## src/rtl/ten_bt_pkg.sv

```systemverilog
// Shared 10BASE-T definitions: link states, receive line states and the
// cycle constants common to the transmit and receive sides.
package ten_bt_pkg;

    typedef enum logic [1:0] {
        LINK_FAIL  = 2'd0,
        LINK_CHECK = 2'd1,
        LINK_PASS  = 2'd2
    } link_state_t;

    localparam logic [1:0] LINE_IDLE = 2'd0;
    localparam logic [1:0] LINE_HI   = 2'd1;
    localparam logic [1:0] LINE_LO   = 2'd2;

    localparam int unsigned NLP_PERIOD = 32'd1 << 18;
    localparam int unsigned CLK_HZ     = 20_000_000;

    // Both legs high or both low is not a valid differential level.
    function automatic logic [1:0] decode_line(input logic p, input logic n);
        if (p && !n) return LINE_HI;
        if (!p && n) return LINE_LO;
        return LINE_IDLE;
    endfunction

endpackage

```

## src/rtl/ten_bt_pulse_qual.sv

```systemverilog
// Synchronises the RX pair, decodes the line level and flags HI pulses whose
// width falls inside [PW_MIN, PW_MAX] when they return to IDLE.
module ten_bt_pulse_qual
    import ten_bt_pkg::*;
#(
    parameter int PW_MIN = 1,
    parameter int PW_MAX = 4
) (
    input  logic       clk_i,
    input  logic       rst_i,
    input  logic       rx_p_i,
    input  logic       rx_n_i,
    output logic [1:0] line_o,
    output logic       nlp_seen_o
);

    localparam int            WW    = $clog2(PW_MAX + 2);
    localparam logic [WW-1:0] W_SAT = WW'(PW_MAX + 1);
    localparam logic [WW-1:0] W_MIN = WW'(PW_MIN);
    localparam logic [WW-1:0] W_MAX = WW'(PW_MAX);

    logic [1:0]    sync_p_q;
    logic [1:0]    sync_n_q;
    logic [1:0]    vld_q;
    logic          armed_q, armed_d;
    logic [WW-1:0] width_q, width_d;
    logic          nlp_q, nlp_d;
    logic [1:0]    line_st;

    assign line_st = decode_line(sync_p_q[1], sync_n_q[1]);

    // A pulse already in progress when reset drops must not count, so pulses
    // are only measured once the synchronised line has been seen not HI.
    // NOTE: every always_comb output gets a value on every path so no latch is inferred.
    always_comb begin
        armed_d = armed_q | (vld_q[1] & (line_st != LINE_HI));
        width_d = '0;
        if (armed_q && (line_st == LINE_HI)) begin
            width_d = (width_q == W_SAT) ? width_q : width_q + WW'(1);
        end
        nlp_d = (line_st == LINE_IDLE) && (width_q >= W_MIN) && (width_q <= W_MAX);
    end

    // NOTE: non-blocking assignments here so every flop samples pre-edge values.
    always_ff @(posedge clk_i or posedge rst_i) begin
        if (rst_i) begin
            sync_p_q <= '0;
            sync_n_q <= '0;
            vld_q    <= '0;
            armed_q  <= 1'b0;
            width_q  <= '0;
            nlp_q    <= 1'b0;
        end else begin
            sync_p_q <= {sync_p_q[0], rx_p_i};
            sync_n_q <= {sync_n_q[0], rx_n_i};
            vld_q    <= {vld_q[0], 1'b1};
            armed_q  <= armed_d;
            width_q  <= width_d;
            nlp_q    <= nlp_d;
        end
    end

    assign line_o     = line_st;
    assign nlp_seen_o = nlp_q;

endmodule

```

## src/rtl/ten_bt_link_rx.sv

```systemverilog
// 10BASE-T receive link integrity: NLP interval checking, loss timing,
// carrier sense and the FAIL/CHECK/PASS link state machine.
module ten_bt_link_rx
    import ten_bt_pkg::*;
#(
    parameter int PW_MIN      = 1,
    parameter int PW_MAX      = 4,
    parameter int INT_MIN     = 160000,
    parameter int INT_MAX     = 480000,
    parameter int LOSS_MAX    = 3000000,
    parameter int GOOD_NLP    = 3,
    parameter int CARRIER_WIN = 8,
    parameter int TMR_W       = 22
) (
    input  logic PLL_CLK,
    input  logic RST,
    input  logic RX_P,
    input  logic RX_N,
    output logic LINK_UP,
    output logic NLP_SEEN,
    output logic NLP_ERR,
    output logic CARRIER
);

    localparam int               CW     = $clog2(CARRIER_WIN + 1);
    localparam int               GW     = $clog2(GOOD_NLP + 1);
    localparam logic [TMR_W-1:0] T_SAT  = '1;
    localparam logic [TMR_W-1:0] T_MIN  = TMR_W'(INT_MIN);
    localparam logic [TMR_W-1:0] T_MAX  = TMR_W'(INT_MAX);
    localparam logic [TMR_W-1:0] T_LOSS = TMR_W'(LOSS_MAX);
    localparam logic [GW-1:0]    G_LAST = GW'(GOOD_NLP - 1);

    logic [1:0]       line_st, prev_line_q;
    logic             nlp_seen;
    logic [TMR_W-1:0] int_q, int_d;
    logic [TMR_W-1:0] loss_q, loss_d;
    logic [CW-1:0]    car_q, car_d;
    logic [GW-1:0]    good_q, good_d;
    link_state_t      state_q, state_d;
    logic             in_window, loss_evt, data_edge;

    ten_bt_pulse_qual #(
        .PW_MIN(PW_MIN),
        .PW_MAX(PW_MAX)
    ) u_pulse_qual (
        .clk_i     (PLL_CLK),
        .rst_i     (RST),
        .rx_p_i    (RX_P),
        .rx_n_i    (RX_N),
        .line_o    (line_st),
        .nlp_seen_o(nlp_seen)
    );

    assign in_window = (int_q >= T_MIN) && (int_q <= T_MAX);
    assign loss_evt  = (loss_q == T_LOSS);
    assign data_edge = ((prev_line_q == LINE_HI) && (line_st == LINE_LO)) ||
                       ((prev_line_q == LINE_LO) && (line_st == LINE_HI));

    always_comb begin
        int_d   = nlp_seen ? '0 : ((int_q == T_SAT) ? int_q : int_q + TMR_W'(1));
        loss_d  = (nlp_seen || CARRIER) ? '0 : (loss_evt ? loss_q : loss_q + TMR_W'(1));
        car_d   = data_edge ? CW'(CARRIER_WIN) : ((car_q != '0) ? car_q - CW'(1) : '0);
        state_d = state_q;
        good_d  = good_q;
        // An NLP in the loss cycle wins: each NLP branch is tested before loss.
        case (state_q)
            LINK_FAIL: begin
                if (nlp_seen) begin
                    state_d = LINK_CHECK;
                    good_d  = GW'(1);
                end
            end
            LINK_CHECK: begin
                if (nlp_seen) begin
                    if (!in_window) begin
                        good_d = GW'(1);
                    end else if (good_q == G_LAST) begin
                        state_d = LINK_PASS;
                        good_d  = GW'(GOOD_NLP);
                    end else begin
                        good_d = good_q + GW'(1);
                    end
                end else if (loss_evt) begin
                    state_d = LINK_FAIL;
                    good_d  = '0;
                end
            end
            LINK_PASS: begin
                if (!nlp_seen && loss_evt) begin
                    state_d = LINK_FAIL;
                    good_d  = '0;
                end
            end
            default: begin
                state_d = LINK_FAIL;
                good_d  = '0;
            end
        endcase
    end

    always_ff @(posedge PLL_CLK or posedge RST) begin
        if (RST) begin
            prev_line_q <= LINE_IDLE;
            int_q       <= '0;
            loss_q      <= '0;
            car_q       <= '0;
            good_q      <= '0;
            state_q     <= LINK_FAIL;
        end else begin
            prev_line_q <= line_st;
            int_q       <= int_d;
            loss_q      <= loss_d;
            car_q       <= car_d;
            good_q      <= good_d;
            state_q     <= state_d;
        end
    end

    assign LINK_UP  = (state_q == LINK_PASS);
    assign NLP_SEEN = nlp_seen;
    assign NLP_ERR  = nlp_seen & ~in_window;
    assign CARRIER  = (car_q != '0);

endmodule

```

## config.mk

```make
export PLATFORM = sky130hd
export DESIGN_NAME = ten_bt_link_rx
export DESIGN_NICKNAME = d
export VERILOG_FILES = /design/src/rtl/ten_bt_pkg.sv /design/src/rtl/ten_bt_pulse_qual.sv /design/src/rtl/ten_bt_link_rx.sv
export SDC_FILE = /design/constraint.sdc
export NUM_CORES = 1
export LEC_CHECK = 0
export ABC_CLOCK_PERIOD_IN_PS = 2600
export CAP_MARGIN = 20
export CORE_UTILIZATION = 25
export DETAILED_ROUTE_END_ITERATION = 6
export GPL_TIMING_DRIVEN = 0
export HOLD_SLACK_MARGIN = 0.05
export SLEW_MARGIN = 20
export SYNTH_ARGS = -nofsm -noshare
export SYNTH_HDL_FRONTEND = slang
export SYNTH_SLANG_ARGS = --single-unit
```

## constraint.sdc

```tcl
create_clock -name PLL_CLK -period 2.6 [get_ports PLL_CLK]
set_clock_uncertainty 0.2 [all_clocks]
set_input_delay 0.52 -clock PLL_CLK [delete_from_list [all_inputs] [get_ports PLL_CLK]]
set_output_delay 0.52 -clock PLL_CLK [all_outputs]
set_load 0.05 [all_outputs]
```

# == Yosys cells after proc, flatten, opt, wreduce, memory -nomap -nowiden ==
# Cells that the tools add are included.
# word_totals
output_inout_bits,4
elab_cells,89
reg_bits,65
in_bits,4
# op_classes
mux,26
bitwise,4
n_eq_ne,19
n_lt_le_gt_ge,4
addsub,5
n_reduce_logical,19
# op_table
op,count
2-to-1 mux 22 bit,4
adder 22 x 1 -> 22 bit (second input constant),2
== test 22 bit (second input constant),2
2-to-1 mux 2 bit,13
>= comparator 22 x 18 -> 1 bit (second input constant),1
less-or-equal comparator 22 x 19 -> 1 bit (second input constant),1
one-hot mux 2 bit (3 select lines),2
!= test 2 x 1 -> 1 bit (second input constant),5
logical AND 1 bit,9
== test 2 bit (second input constant),4
2-to-1 mux 4 bit,2
== test 2 x 1 -> 1 bit (second input constant),3
2-to-1 mux 3 bit,2
!= test 3 bit (second input constant),2
AND reduction 5 bit,1
zero test 2 bit,2
nonzero test 4 bit,1
subtractor 4 x 1 -> 4 bit (second input constant),1
adder 3 x 1 -> 3 bit (second input constant),1
== test 3 bit (second input constant),1
>= comparator 3 x 1 -> 1 bit (second input constant),1
less-or-equal comparator 3 bit (second input constant),1
zero test 1 bit,3
2-to-1 mux 1 bit,3
other kinds (8),10

# == Logic depth before layout (Yosys ltp) ==
# Gate-level depths: netlist (run 1).
# logic_depth
ltp_word,10
depth_mapped,7
mapped_depth_nobuf,7

# == By module ==
# A second synthesis (run 1) with hierarchy kept.
# hier_totals
hier_cells,362
hier_area_um2,3499.6
# modules_own_cells
mod,cells_each,area_each_um2,instances,seq_area_each_um2
ten_bt_link_rx,325,3045.4,1,1351.3
ten_bt_pulse_qual,37,454.2,1,275.3

# == Worst setup path after synthesis (run 1) ==
# No wires, ideal clock.
# synth_timing
kind,reg-to-output
from,register int_q[8]
to,output port NLP_ERR
arrival_time_ns,1.850
required_ns,1.880
path_slack_ns,0.030
stages_incl_launch_ff,6
path_buffers,0
path_cell_list,dfrtp_1 nor4_1 nor3_1 o31ai_1 nor2_1 nor2_1
# synth_between
elab_chain_cells,4
elab_cells_between_ends,5
classes_between,order compare (2); bitwise (2); reduce/logical (1)
# synth_lines
item,line_no,source
start: declaration,ten_bt_link_rx.sv:35,"logic [TMR_W-1:0] int_q, int_d;"
start signal: assignment,ten_bt_link_rx.sv:111,int_q <= int_d;
>= comparator 22 x 18 -> 1 bit / less-or-equal comparator 22 x 19 -> 1 bit (equally long branches),ten_bt_link_rx.sv:54,assign in_window = (int_q >= T_MIN) && (int_q <= T_MAX);
logical AND 1 bit *,ten_bt_link_rx.sv:54,
inverter 1 bit *,ten_bt_link_rx.sv:121,assign NLP_ERR = nlp_seen & ~in_window;
AND 1 bit *,ten_bt_link_rx.sv:121,
end: declaration,ten_bt_link_rx.sv:21,"output logic NLP_ERR,"
# Every way passes the cells marked *; elsewhere a longest branch is shown, timed or not.

# == Final worst setup path (run 1) ==
# layout_timing
from,register int_q[11]
to,output port NLP_ERR
# Same word-level chain as after synthesis.

==> results of run 1 <==
-- report_power, final --
part           switching [mW]  internal, mW
clock network           0.429         0.734
registers               0.105          1.10
logic                   0.239         0.164
total                   0.772          2.00
-- cells by family (layout without fill, tap and decap cells) --
family | Yosys count | in the layout | synth area share
adder cells (fa/ha/maj) | 12 | 12 | 0.0440
flip-flops | 65 | 65 | 0.476
XOR/XNOR | 34 | 34 | 0.0872
other | 1 | 1 | 0.00110
AO/OA/AOI/OAI | 53 | 53 | 0.100
buffers and inverters | 36 | 67 | 0.0476
AND/OR/NAND/NOR | 153 | 153 | 0.241
multiplexers | 1 | 1 | 0.00293
-- worst paths after layout --
path,endpoint,cells after the start,from
worst max-delay path,NLP_ERR,7,int_q[11]
worst min-delay path,u_pulse_qual.sync_n_q[1],0,u_pulse_qual.sync_n_q[0]
worst max register to register,state_q[1],5,loss_q[12]
worst min register to register,u_pulse_qual.sync_n_q[1],0,u_pulse_qual.sync_n_q[0]
max in group asynchronous,loss_q[17],3,RST
min in group asynchronous,int_q[13],2,RST
-- state kept, by name, summed over array words and instances, names as in the netlist --
signal / flops
u_pulse_qual.vld_q: 2
loss_q: 22
u_pulse_qual.sync_n_q: 2
prev_line_q: 2
u_pulse_qual.sync_p_q: 2
u_pulse_qual.nlp_seen_o: 1
u_pulse_qual.width_q: 3
state_q: 2
car_q: 4
good_q: 2
u_pulse_qual.armed_q: 1
int_q: 22
-- what timing repair did --
| action | 4_1_cts | 5_1_grt |
|---|---|---|
| resized for setup | 10 | 14 |
| setup buffers | 0 | 8 |
| hold endpoints to repair | 0 | 0 |
| setup endpoints to repair | 3 | 2 |
| pin swaps | 1 | 5 |
-- through the flow --
step                cells  utilization  instance area (um2)
finish                562        0.311                 4130
global route          562        0.311                 4130
CTS                   554        0.303                 4030
detailed placement    539        0.281                 3740
global placement      538        0.279                 3710
floorplan             355            -                 3420
-- layout by cell type (no fill, tap or decap), drive strengths merged, types with 16 or more instances in the layout --
master and n:
buf 17, nor2 45, clkbuf 17, dfrtp 65
inv 22, nand3 22, xor2 18, nand2 22
xnor2 16, a21oi 16
-- per-layer routing --
metal / track usage / share of wire
met5: 0 / 0
met4: 0.0530 / 0.021
met3: 0.0278 / 0.029
met2: 0.175 / 0.49
met1: 0.130 / 0.46
-- layout make-up --
class | count | area [um2] | share of cell area
inverter | 22 | 85.1 | 0.0206
clock buffer | 10 | 229 | 0.0554
tap | 176 | 220 | 0.0533
multi-input combinational | 254 | 1670 | 0.404
sequential | 65 | 1630 | 0.395
timing repair buffer | 16 | 156 | 0.0378
clock inverter | 5 | 57.6 | 0.0139
buffer | 14 | 82.6 | 0.0200
==> metrics.md, run 1 <==
| Metric | Value |
|---|---|
| Cells after synthesis | `355` |
| CP Max Fanout | `4` |
| Register area share after synthesis | `0.476` |
| Synth area leaders | `dfrtp_1 (48%), nor2_1 (4.8%), xor2_1 (4.6%)` |
| Pre-CTS WS | `-0.569 ns` |
| Slowest library cell on the worst path | `dfrtp_2` |
| Fillcell total | `1386` |
| Status | `finished with violations` |
| Ratio of total power to cell area | `between 600 and 700 mW/mm2` |
| Clock Path Buffers | `2` |
| Top Family by Delay on Critical Path | `simple AND/OR/NAND/NOR gates` |
| R2R Setup Slk | `0.22 ns` |
| Final GP Congestion | `0.811` |
| Failing checks | `setup timing` |
| Hold crit path type | `flip-flop to flip-flop` |
| Ys async rst share | `1.00` |
| Synth cell types | `between 50 and 60` |
| First-pass GRT wire length | `12100 um` |
| Worst-margin pin slew | `approximately 0.57 ns` |
| DRC | `0` |
| CTS sink count | `65` |
| Leak | `1.69 nW` |
| Worst setup EP type | `primary output` |
| Root buffer cell | `clkbuf_16` |
| Routed vias/inst | `4.76` |
| Initial antenna violation count | `0` |
| Syn_area_per_cell | `9.62 um2` |
| Die extent in x | `119 um` |
| CTS Buf Count | `9` |
| Area leader, netlist | `dfrtp_1` |
| RSZ-0062 raised after global routing | `yes` |
| Critical Path Start Type | `flip-flop` |
| Core Area | `0.0133 mm2` |
| CTS Hold Bufs | `0` |
| Clock slew at reported path FFs | `about 0.050 ns` |
| WHS | `~0.15 ns` |
| Post-synth top area share | `0.476` |
| Dpl hpwl | `4830 um` |
| Layout cells sized above 1 | `0.130` |
| Final WL | `7050 um` |
| I/O pins | `8` |
| Port Buffers | `7` |
| Grt total ovfl | `0` |
| CTS tree | `yes` |
| MaxCap Viol Count | `0` |
| Starting density of the core | `0.257` |
| Avg WL per Cell | `12.5 um` |
| Synthesized cell area | `approximately 0.0034 mm2` |
| 1st-iter DRT viols | `84` |
| Relative slew slack | `0.618` |
| Top-count cell post-synth | `dfrtp_1` |
| Number of flops mapped to enable cells by yosys | `0` |
| Predominant post-synthesis flop cell | `dfrtp_1` |
| Buffer and inverter count on the worst path | `2` |
| Power, Total | `2.77 mW` |
| Worst EP required | `1.88 ns` |
| Pre-antenna DRT Iters | `4` |
| Fin. Hold Viols | `0` |
| Setup CP Type | `flip-flop to primary output` |
| Final worst-path cycle share | `1.04` |
| Synth cell count leaders | `dfrtp_1 (65), nor2_1 (44), inv_1 (22), nand2_1 (22), nand3_1 (22)` |
| Synthesis-to-layout area growth | `21.0%` |
| ANT nets after route | `0` |
| Min setup slack post-route | `-0.0963 ns` |
| Setup violators final | `1` |
| # rows | `between 40 and 50` |
| Largest net degree at the start of global routing | `53` |
| Clk Latency, worst-skew pair | `0.33 ns` |
| Setup TNS | `-0.0963 ns` |
| Peak supply drop | `0.000400 V` |
| Die footprint | `0.0141 mm2` |
| Via count | `between 2000 and 3000` |
| Minimum clock period | `~2.7 ns` |
| CP Cell Sequence | `buf_4 -> nor3_1 -> a21oi_1 -> o221a_1 -> nor2_1 -> nor2_2 -> buf_6` |
| Peak Freq | `0.371 GHz` |
| Syn nets | `371` |
| Yosys reg bits | `between 60 and 70` |
| Pins Over Slew Limit | `0` |
| Slowest cell delay on critical path | `0.44 ns` |
| Ant diodes | `0` |
| Arr. time, crit path | `1.98 ns` |
| Total GRT Usage | `0.107` |
| Final #Nets | `398` |
| Number of H-tree levels | `3` |
| Vias in the first global route | `2662` |
| YS warnings | `0` |
| Die extent in y | `119 um` |
Note: power is estimated with default switching activity, not from simulation.
==> inputs of run 2 (changes only) <==
--- a/config.mk
+++ b/config.mk
@@ -11,7 +11,6 @@
 export DETAILED_ROUTE_END_ITERATION = 6
 export GPL_TIMING_DRIVEN = 0
 export HOLD_SLACK_MARGIN = 0.05
-export SLEW_MARGIN = 20
 export SYNTH_ARGS = -nofsm -noshare
 export SYNTH_HDL_FRONTEND = slang
 export SYNTH_SLANG_ARGS = --single-unit
==> run 2 against run 1 <==
- the flow still finishes with violations (setup timing)
- global-route usage about the same
- power up 5.8%
- worst setup slack worse by 0.021 ns
- worst hold slack better by 0.0060 ns
- first-iteration DRC count down 2.4%
- sequential share of layout area down 0.054 points
- via count down 1.1%
- utilization about the same
- final cell count down 0.36%
- flip-flop and latch count unchanged
- die area unchanged
- register-to-register slack better by 0.08 ns
- largest cell class unchanged
==> metrics.md, run 2 (synthesized netlist as in run 1, its figures left out) <==
| Metric | Value |
|---|---|
| I/O pins | `8 (unchanged)` |
| Die footprint | `0.0141 mm2 (unchanged)` |
| Ant diodes | `0 (unchanged)` |
| Most common cell after layout, fill and taps aside | `dfrtp_1` |
| Clock Path Buffers | `2 (unchanged)` |
| Minimum clock period | `2.72 ns (+0.0213 ns)` |
| CTS Hold Bufs | `0 (unchanged)` |
| CTS Buf Count | `9 (unchanged)` |
| Min setup slack post-route | `-0.118 ns (-0.0213 ns)` |
| Setup CP Type | `flip-flop to primary output` |
| Grt total ovfl | `0 (unchanged)` |
| Synthesis-to-layout area growth | `21.1% (about the same)` |
| Initial antenna violation count | `0 (unchanged)` |
| Largest registers | `int_q x22, loss_q x22, car_q x4` |
| Leak | `1.69 nW (about the same)` |
| Final worst-path cycle share | `1.05 (+0.00818)` |
| Final #Nets | `395 (-0.75%)` |
| RSZ-0062 raised after global routing | `yes` |
| Setup violators final | `1 (unchanged)` |
| Port Buffers | `7 (unchanged)` |
| Clock slew at reported path FFs | `0.05 ns (about the same)` |
| # rows | `42 (unchanged)` |
| Worst setup EP type | `primary output` |
| Largest net degree at the start of global routing | `39 (-26%)` |
| Most frequent cells in the layout | `dfrtp_1 (61), nor2_1 (43), nand3_1 (22)` |
| Clk Latency, worst-skew pair | `0.32 ns (about the same)` |
| Fillcell total | `1367 (-1.4%)` |
| Die extent in x | `119 um (unchanged)` |
| Status | `finished with violations` |
| Dpl hpwl | `4800 um (-0.56%)` |
| Starting density of the core | `0.257 (unchanged)` |
| Worst EP required | `1.88 ns (about the same)` |
| Peak Freq | `0.368 GHz (-0.78%)` |
| DRC | `0 (unchanged)` |
| WHS | `0.151 ns (+0.00601 ns)` |
| Final WL | `6900 um (-2.2%)` |
| CP Max Fanout | `4 (unchanged)` |
| Vias in the first global route | `2660 (-0.075%)` |
| Hold crit path type | `flip-flop to flip-flop` |
| MaxCap Viol Count | `0 (unchanged)` |
| Worst-margin pin slew | `0.798 ns (+0.230 ns)` |
| Peak supply drop | `0.000361 V (-9.8%)` |
| Ratio of total power to cell area | `709 mW/mm2 (+5.8%)` |
| CTS sink count | `65 (unchanged)` |
| Routed vias/inst | `4.73 (-0.73%)` |
| Avg WL per Cell | `12.3 um (-1.8%)` |
| Number of H-tree levels | `3 (unchanged)` |
| ANT nets after route | `0 (unchanged)` |
| Post-placement cell area | `0.00373 mm2 (-0.27%)` |
| Critical Path Start Type | `flip-flop` |
| Failing checks | `setup timing` |
| Fin. Hold Viols | `0 (unchanged)` |
| CTS tree | `yes` |
| Core Area | `0.0133 mm2 (unchanged)` |
| Final GP Congestion | `0.811 (unchanged)` |
| 1st-iter DRT viols | `82 (-2.4%)` |
| First-pass GRT wire length | `12100 um (-0.17%)` |
| Die extent in y | `119 um (unchanged)` |
| Total GRT Usage | `0.107 (-0.000185)` |
| Final design area excluding fillers | `0.00414 mm2 (about the same)` |
| Relative slew slack | `0.467 (-0.151)` |
| Root buffer cell | `clkbuf_16` |
| Via count | `2647 (-1.1%)` |
| Arr. time, crit path | `2.00 ns (+0.02 ns)` |
| Setup TNS | `-0.118 ns (-0.0213 ns)` |
| Pins Over Slew Limit | `0 (unchanged)` |
| Layout cells sized above 1 | `0.122 (-0.00714)` |
| Pre-CTS WS | `-0.535 ns (+0.0340 ns)` |
| Pre-antenna DRT Iters | `4 (unchanged)` |
==> run 2: cell types whose count changed in the layout (fill, tap and decap cells not counted) <==
cell        before  now
clkinvlp_4       3    2
buf_16           1    0
dfrtp_2          5    4
nor4_2           1    2
nor4_4           1    0
bufinv_16        1    2
clkinv_2         1    0
buf_12           0    1
clkbuf_8         0    2
dfrtp_1         60   61
buf_4            9    6
inv_4            1    0
inv_2            0    1
==> run 2: critical path, cell delays in order, from the launching register on <==
cell	delay [ns]
dfrtp_1	0.42
nand4bb_1	0.20
or4_1	0.42
o221a_1	0.29
nor2_1	0.11
nor2_1	0.07
buf_6	0.16
==> run 2: power by group <==
group	internal, mW	leakage (nW)	total [mW]	switching [mW]
logic	0.163	0.673	0.405	0.242
clock network	0.891	0.155	1.32	0.430
registers	1.10	0.858	1.20	0.106
==> run 2: worst paths after layout <==
check | from | cells after the start | slack, ns | endpoint
setup reg to reg | int_q[0] | 7 | 0.30 | int_q[11]
max in group asynchronous | RST | 3 | 1.11 | int_q[0]
hold / removal | u_pulse_qual.sync_p_q[0] | 0 | 0.15 | u_pulse_qual.sync_p_q[1]
min in group asynchronous | RST | 2 | 0.47 | int_q[13]
setup / recovery | int_q[5] | 6 | -0.12 | NLP_ERR
hold reg to reg | u_pulse_qual.sync_p_q[0] | 0 | 0.15 | u_pulse_qual.sync_p_q[1]
==> run 2: cell type report <==
cell class / instances / area (um2) / share of cell area
multi-input combinational: 254 / 1660 / 0.402
sequential: 65 / 1630 / 0.395
clock buffer: 12 / 256 / 0.0620
tap: 176 / 220 / 0.0533
timing repair buffer: 13 / 126 / 0.0306
buffer: 14 / 82.6 / 0.0200
inverter: 22 / 82.6 / 0.0200
clock inverter: 4 / 75.1 / 0.0182
==> run 2: through the flow <==
step | util | power (mW) | std cells
2_1_floorplan | - | 1.48 | 355
3_3_place_gp | 0.279 | 1.58 | 538
3_5_place_dp | 0.280 | 1.61 | 539
4_1_cts | 0.306 | 2.95 | 555
5_1_grt | 0.311 | 3.09 | 560
6_report | 0.311 | 2.93 | 560
==> run 2: routing by layer <==
metal / GRT usage / part of all wire / wire length (um)
met3: 0.0225 / 0.024 / 163
met1: 0.130 / 0.48 / 3290
met2: 0.174 / 0.48 / 3330
met5: 0 / 0 / 0
met4: 0.0617 / 0.016 / 110
==> run 2: timing repair <==
| action | CTS | global route |
|---|---|---|
| gates resized for setup | 14 | 7 |
| setup buffers | 0 | 5 |
| pin swaps | 0 | 3 |
| setup endpoints to repair | 3 | 3 |
==> inputs of run 3 (changes only) <==
--- a/config.mk
+++ b/config.mk
@@ -13,4 +13,5 @@
 export HOLD_SLACK_MARGIN = 0.05
 export SYNTH_ARGS = -nofsm -noshare
 export SYNTH_HDL_FRONTEND = slang
+export SYNTH_HIERARCHICAL = 1
 export SYNTH_SLANG_ARGS = --single-unit
==> run 3 against run 2 <==
- die area rose by 2.4%
- flip-flop and latch count stayed put
- critical endpoint unchanged
- register-to-register slack lost 0.17 ns
- combinational power is 22% higher
- critical path type unchanged
- final area increased by 1.6%
- non-clock buffer count is 4 lower
- utilization increased by 0.12 points
- global-route usage about the same
- highest routed layer unchanged
- the flow now finishes without violations
- routed wire length up 0.68%
==> metrics.md, run 3 <==
| Metric | Value |
|---|---|
| Final GP Congestion | `0.820 (+1.1%)` |
| CTS sink count | `65 (unchanged)` |
| Slowest library cell on the worst path | `dfrtp_1` |
| ANT nets after route | `0 (unchanged)` |
| Syn_area_per_cell | `9.67 um2 (+0.47%)` |
| Hold crit path type | `flip-flop to flip-flop` |
| Peak supply drop | `0.000612 V (+70%)` |
| Adder-cell share of the synthesized area | `0.0393 (-0.00463)` |
| Buffer and inverter count on the worst path | `2 (+1)` |
| Number of flops mapped to enable cells by yosys | `0 (unchanged)` |
| 1st-iter DRT viols | `123 (+50%)` |
| Via count | `2694 (+1.8%)` |
| Compound-gate portion of the synthesized area | `0.117 (+0.0169)` |
| Xor and xnor fraction of the mapped netlist area | `0.0601 (-0.0271)` |
| Yosys reg bits | `65 (unchanged)` |
| Die footprint | `0.0145 mm2 (+2.4%)` |
| Clock slew at reported path FFs | `0.05 ns (about the same)` |
| Predominant post-synthesis flop cell | `dfrtp_1` |
| Routed vias/inst | `4.78 (+1.1%)` |
| Ant diodes | `0 (unchanged)` |
| Slowest cell delay on critical path | `0.41 ns (about the same)` |
| Synth cell types | `61 (+13%)` |
| MaxCap Viol Count | `0 (unchanged)` |
| Worst-margin pin slew | `0.754 ns (-0.0445 ns)` |
| Final worst-path cycle share | `0.991 (-0.0545)` |
| Clock Path Buffers | `2 (unchanged)` |
| Synthesized cell area | `0.00350 mm2 (+2.5%)` |
| Peak Freq | `0.388 GHz (+5.5%)` |
| Area leader, netlist | `dfrtp_1` |
| Largest net degree at the start of global routing | `31 (-21%)` |
| Synth cell count leaders | `dfrtp_1 (65), nor2_1 (39), inv_1 (22), nand2_1 (20)` |
| Worst setup EP type | `primary output` |
| Arr. time, crit path | `1.86 ns (-0.14 ns)` |
| # rows | `42 (unchanged)` |
| Setup CP Type | `flip-flop to primary output` |
| Largest registers | `int_q x22, loss_q x22, car_q x4` |
| Post-synth top area share | `0.465 (-0.0114)` |
| RSZ-0062 raised after global routing | `yes` |
| Die extent in y | `120 um (+1.2%)` |
| Synthesis-to-layout area growth | `20.0%` |
| Minimum clock period | `2.58 ns (-0.142 ns)` |
| Largest family of logic cells by synthesized area | `simple AND/OR/NAND/NOR gates` |
| YS warnings | `6 (+6)` |
| Most common cell after layout, fill and taps aside | `dfrtp_1` |
| Leak | `1.68 nW (-0.63%)` |
| Total GRT Usage | `0.107 (+0.000438)` |
| Post-Synth Simple-Gate Area | `0.265 (+0.0246)` |
| I/O pins | `8 (unchanged)` |
| Number of H-tree levels | `3 (unchanged)` |
| Fin. Hold Viols | `0 (unchanged)` |
| CP Cell Sequence | `inv_2 -> ha_4 -> nor4b_4 -> nand4_1 -> o211a_1 -> o21a_2 -> buf_8` |
| Clk Latency, worst-skew pair | `0.32 ns (about the same)` |
| Syn nets | `377 (+1.6%)` |
| Worst EP required | `1.88 ns (about the same)` |
| Cells after DPL | `546 (+1.3%)` |
| Layout cells sized above 1 | `0.134 (+0.0116)` |
| Starting density of the core | `0.260 (+0.00322)` |
| Final WL | `6940 um (+0.68%)` |
| Die extent in x | `120 um (+1.2%)` |
| Ratio of total power to cell area | `698 mW/mm2 (-1.5%)` |
| Vias in the first global route | `2611 (-1.8%)` |
| Root buffer cell | `clkbuf_16` |
| Critical Path Start Type | `flip-flop` |
| CP Max Fanout | `4 (unchanged)` |
| Top Family by Delay on Critical Path | `compound AO/OA/AOI/OAI gates` |
| Pre-CTS WS | `-0.768 ns (-0.233 ns)` |
| Pre-antenna DRT Iters | `4 (unchanged)` |
| CTS Buf Count | `9 (unchanged)` |
| Final #Nets | `399 (+1.0%)` |
| Core Area | `0.0135 mm2 (+1.2%)` |
| Synth area leaders | `dfrtp_1 (46%), nor2_1 (4.2%), ha_1 (3.9%)` |
| Avg WL per Cell | `12.3 um (about the same)` |
| Cells after synthesis | `362 (+2.0%)` |
| Ys async rst share | `1.00 (unchanged)` |
| Final instance count without filler cells | `564 (+0.71%)` |
| Top-count cell post-synth | `dfrtp_1` |
| Relative slew slack | `0.490 (+0.0225)` |
| FF/Latch Area | `0.00163 mm2 (about the same)` |
| Initial antenna violation count | `0 (unchanged)` |
| Port Buffers | `7 (unchanged)` |
| Status | `finished, final reports clean` |
| Grt total ovfl | `0 (unchanged)` |
| Fillcell total | `1423 (+4.1%)` |
| Proportion of synthesized area in mux cells | `0.0122 (+0.00923)` |
| Dpl hpwl | `4960 um (+3.3%)` |
| Register area share after synthesis | `0.465 (-0.0114)` |
| Pins Over Slew Limit | `0 (unchanged)` |
| DRC | `0 (unchanged)` |
| Min setup slack post-route | `0.0242 ns (+0.142 ns)` |
| First-pass GRT wire length | `12400 um (+2.2%)` |
| CTS tree | `yes` |
| Setup violators final | `0 (-1)` |
| Multi-input logic area | `0.00177 mm2 (+6.8%)` |
| Most frequent cells in the layout | `dfrtp_1 (64), nor2_1 (39), nand2_1 (20)` |
==> run 3: metrics by stage <==
step | setup TNS [ns] | total power, mW | instance area, um2 | util | hold slack [ns]
after global routing | -0.0599 | 3.08 | 4200 | 0.312 | 0.161
after global placement | -28.58 | 1.63 | 3790 | 0.282 | 0.132
after detailed placement | -0.768 | 1.65 | 3810 | 0.283 | 0.145
after floorplan | 0 | 1.51 | 3500 | - | 0.131
final | 0 | 2.93 | 4200 | 0.312 | 0.149
after CTS | 0 | 2.93 | 4140 | 0.308 | 0.157
==> run 3: kinds of logic (layout without fill, tap and decap cells) <==
group	count (synthesis)	after routing
other	1	1
buffers and inverters	34	60
DFF	65	65
adders and majority gates	11	11
muxes	4	4
AOI/OAI and AO/OA	56	56
and+or+nand+nor	167	167
xor gates and xnor gates	24	24
==> run 3: report_power, final <==
part	total, mW	switching [mW]	internal (mW)
clock network	1.25	0.410	0.839
registers	1.19	0.0972	1.09
logic	0.496	0.292	0.205
total	2.93	0.799	2.13
==> run 3: per-layer routing <==
metal | vias up | GRT usage | share of wire
li1 | 1328 | - | -
met3 | 12 | 0.0198 | 0.033
met2 | 35 | 0.173 | 0.48
met1 | 1319 | 0.136 | 0.46
met4 | 0 | 0.0540 | 0.021
met5 | - | 0 | 0
==> run 3: path summary, 6_finish.rpt <==
kind	start	slack, ns	cells after the start	endpoint
max	int_q[1]	0.02	7	NLP_ERR
min	u_pulse_qual/sync_p_q[0]	0.15	0	u_pulse_qual/sync_p_q[1]
max reg2reg	int_q[0]	0.13	8	int_q[1]
min reg2reg	u_pulse_qual/sync_p_q[0]	0.15	0	u_pulse_qual/sync_p_q[1]
max in group asynchronous	RST	1.26	3	int_q[6]
min in group asynchronous	RST	0.33	2	u_pulse_qual/armed_q
==> run 3: what timing repair did <==
action / CTS / global route
setup endpoints to repair: 3 / 2
hold buffers: 0 / 0
setup buffers: 0 / 4
pin swaps: 0 / 2
resized for setup: 15 / 6
==> run 3: layout make-up <==
class,count,share of cell area
clock buffers,13,0.0667
repair buffers,12,0.0292
inverters,22,0.0197
clock inverters,2,0.00834
plain buffers,11,0.0134
well taps,176,0.0524
flip-flops and latches,65,0.388
multi-input cells,263,0.422
==> run 3: worst register-to-register path, delay by kind of cell, from the launching register on <==
kind,cells,cell delay (ns)
multiplexers,1,0.22
adder cells (fa/ha/maj),1,0.38
flip-flops,1,0.36
buffers and inverters,2,0.30
AND/OR/NAND/NOR,4,0.89
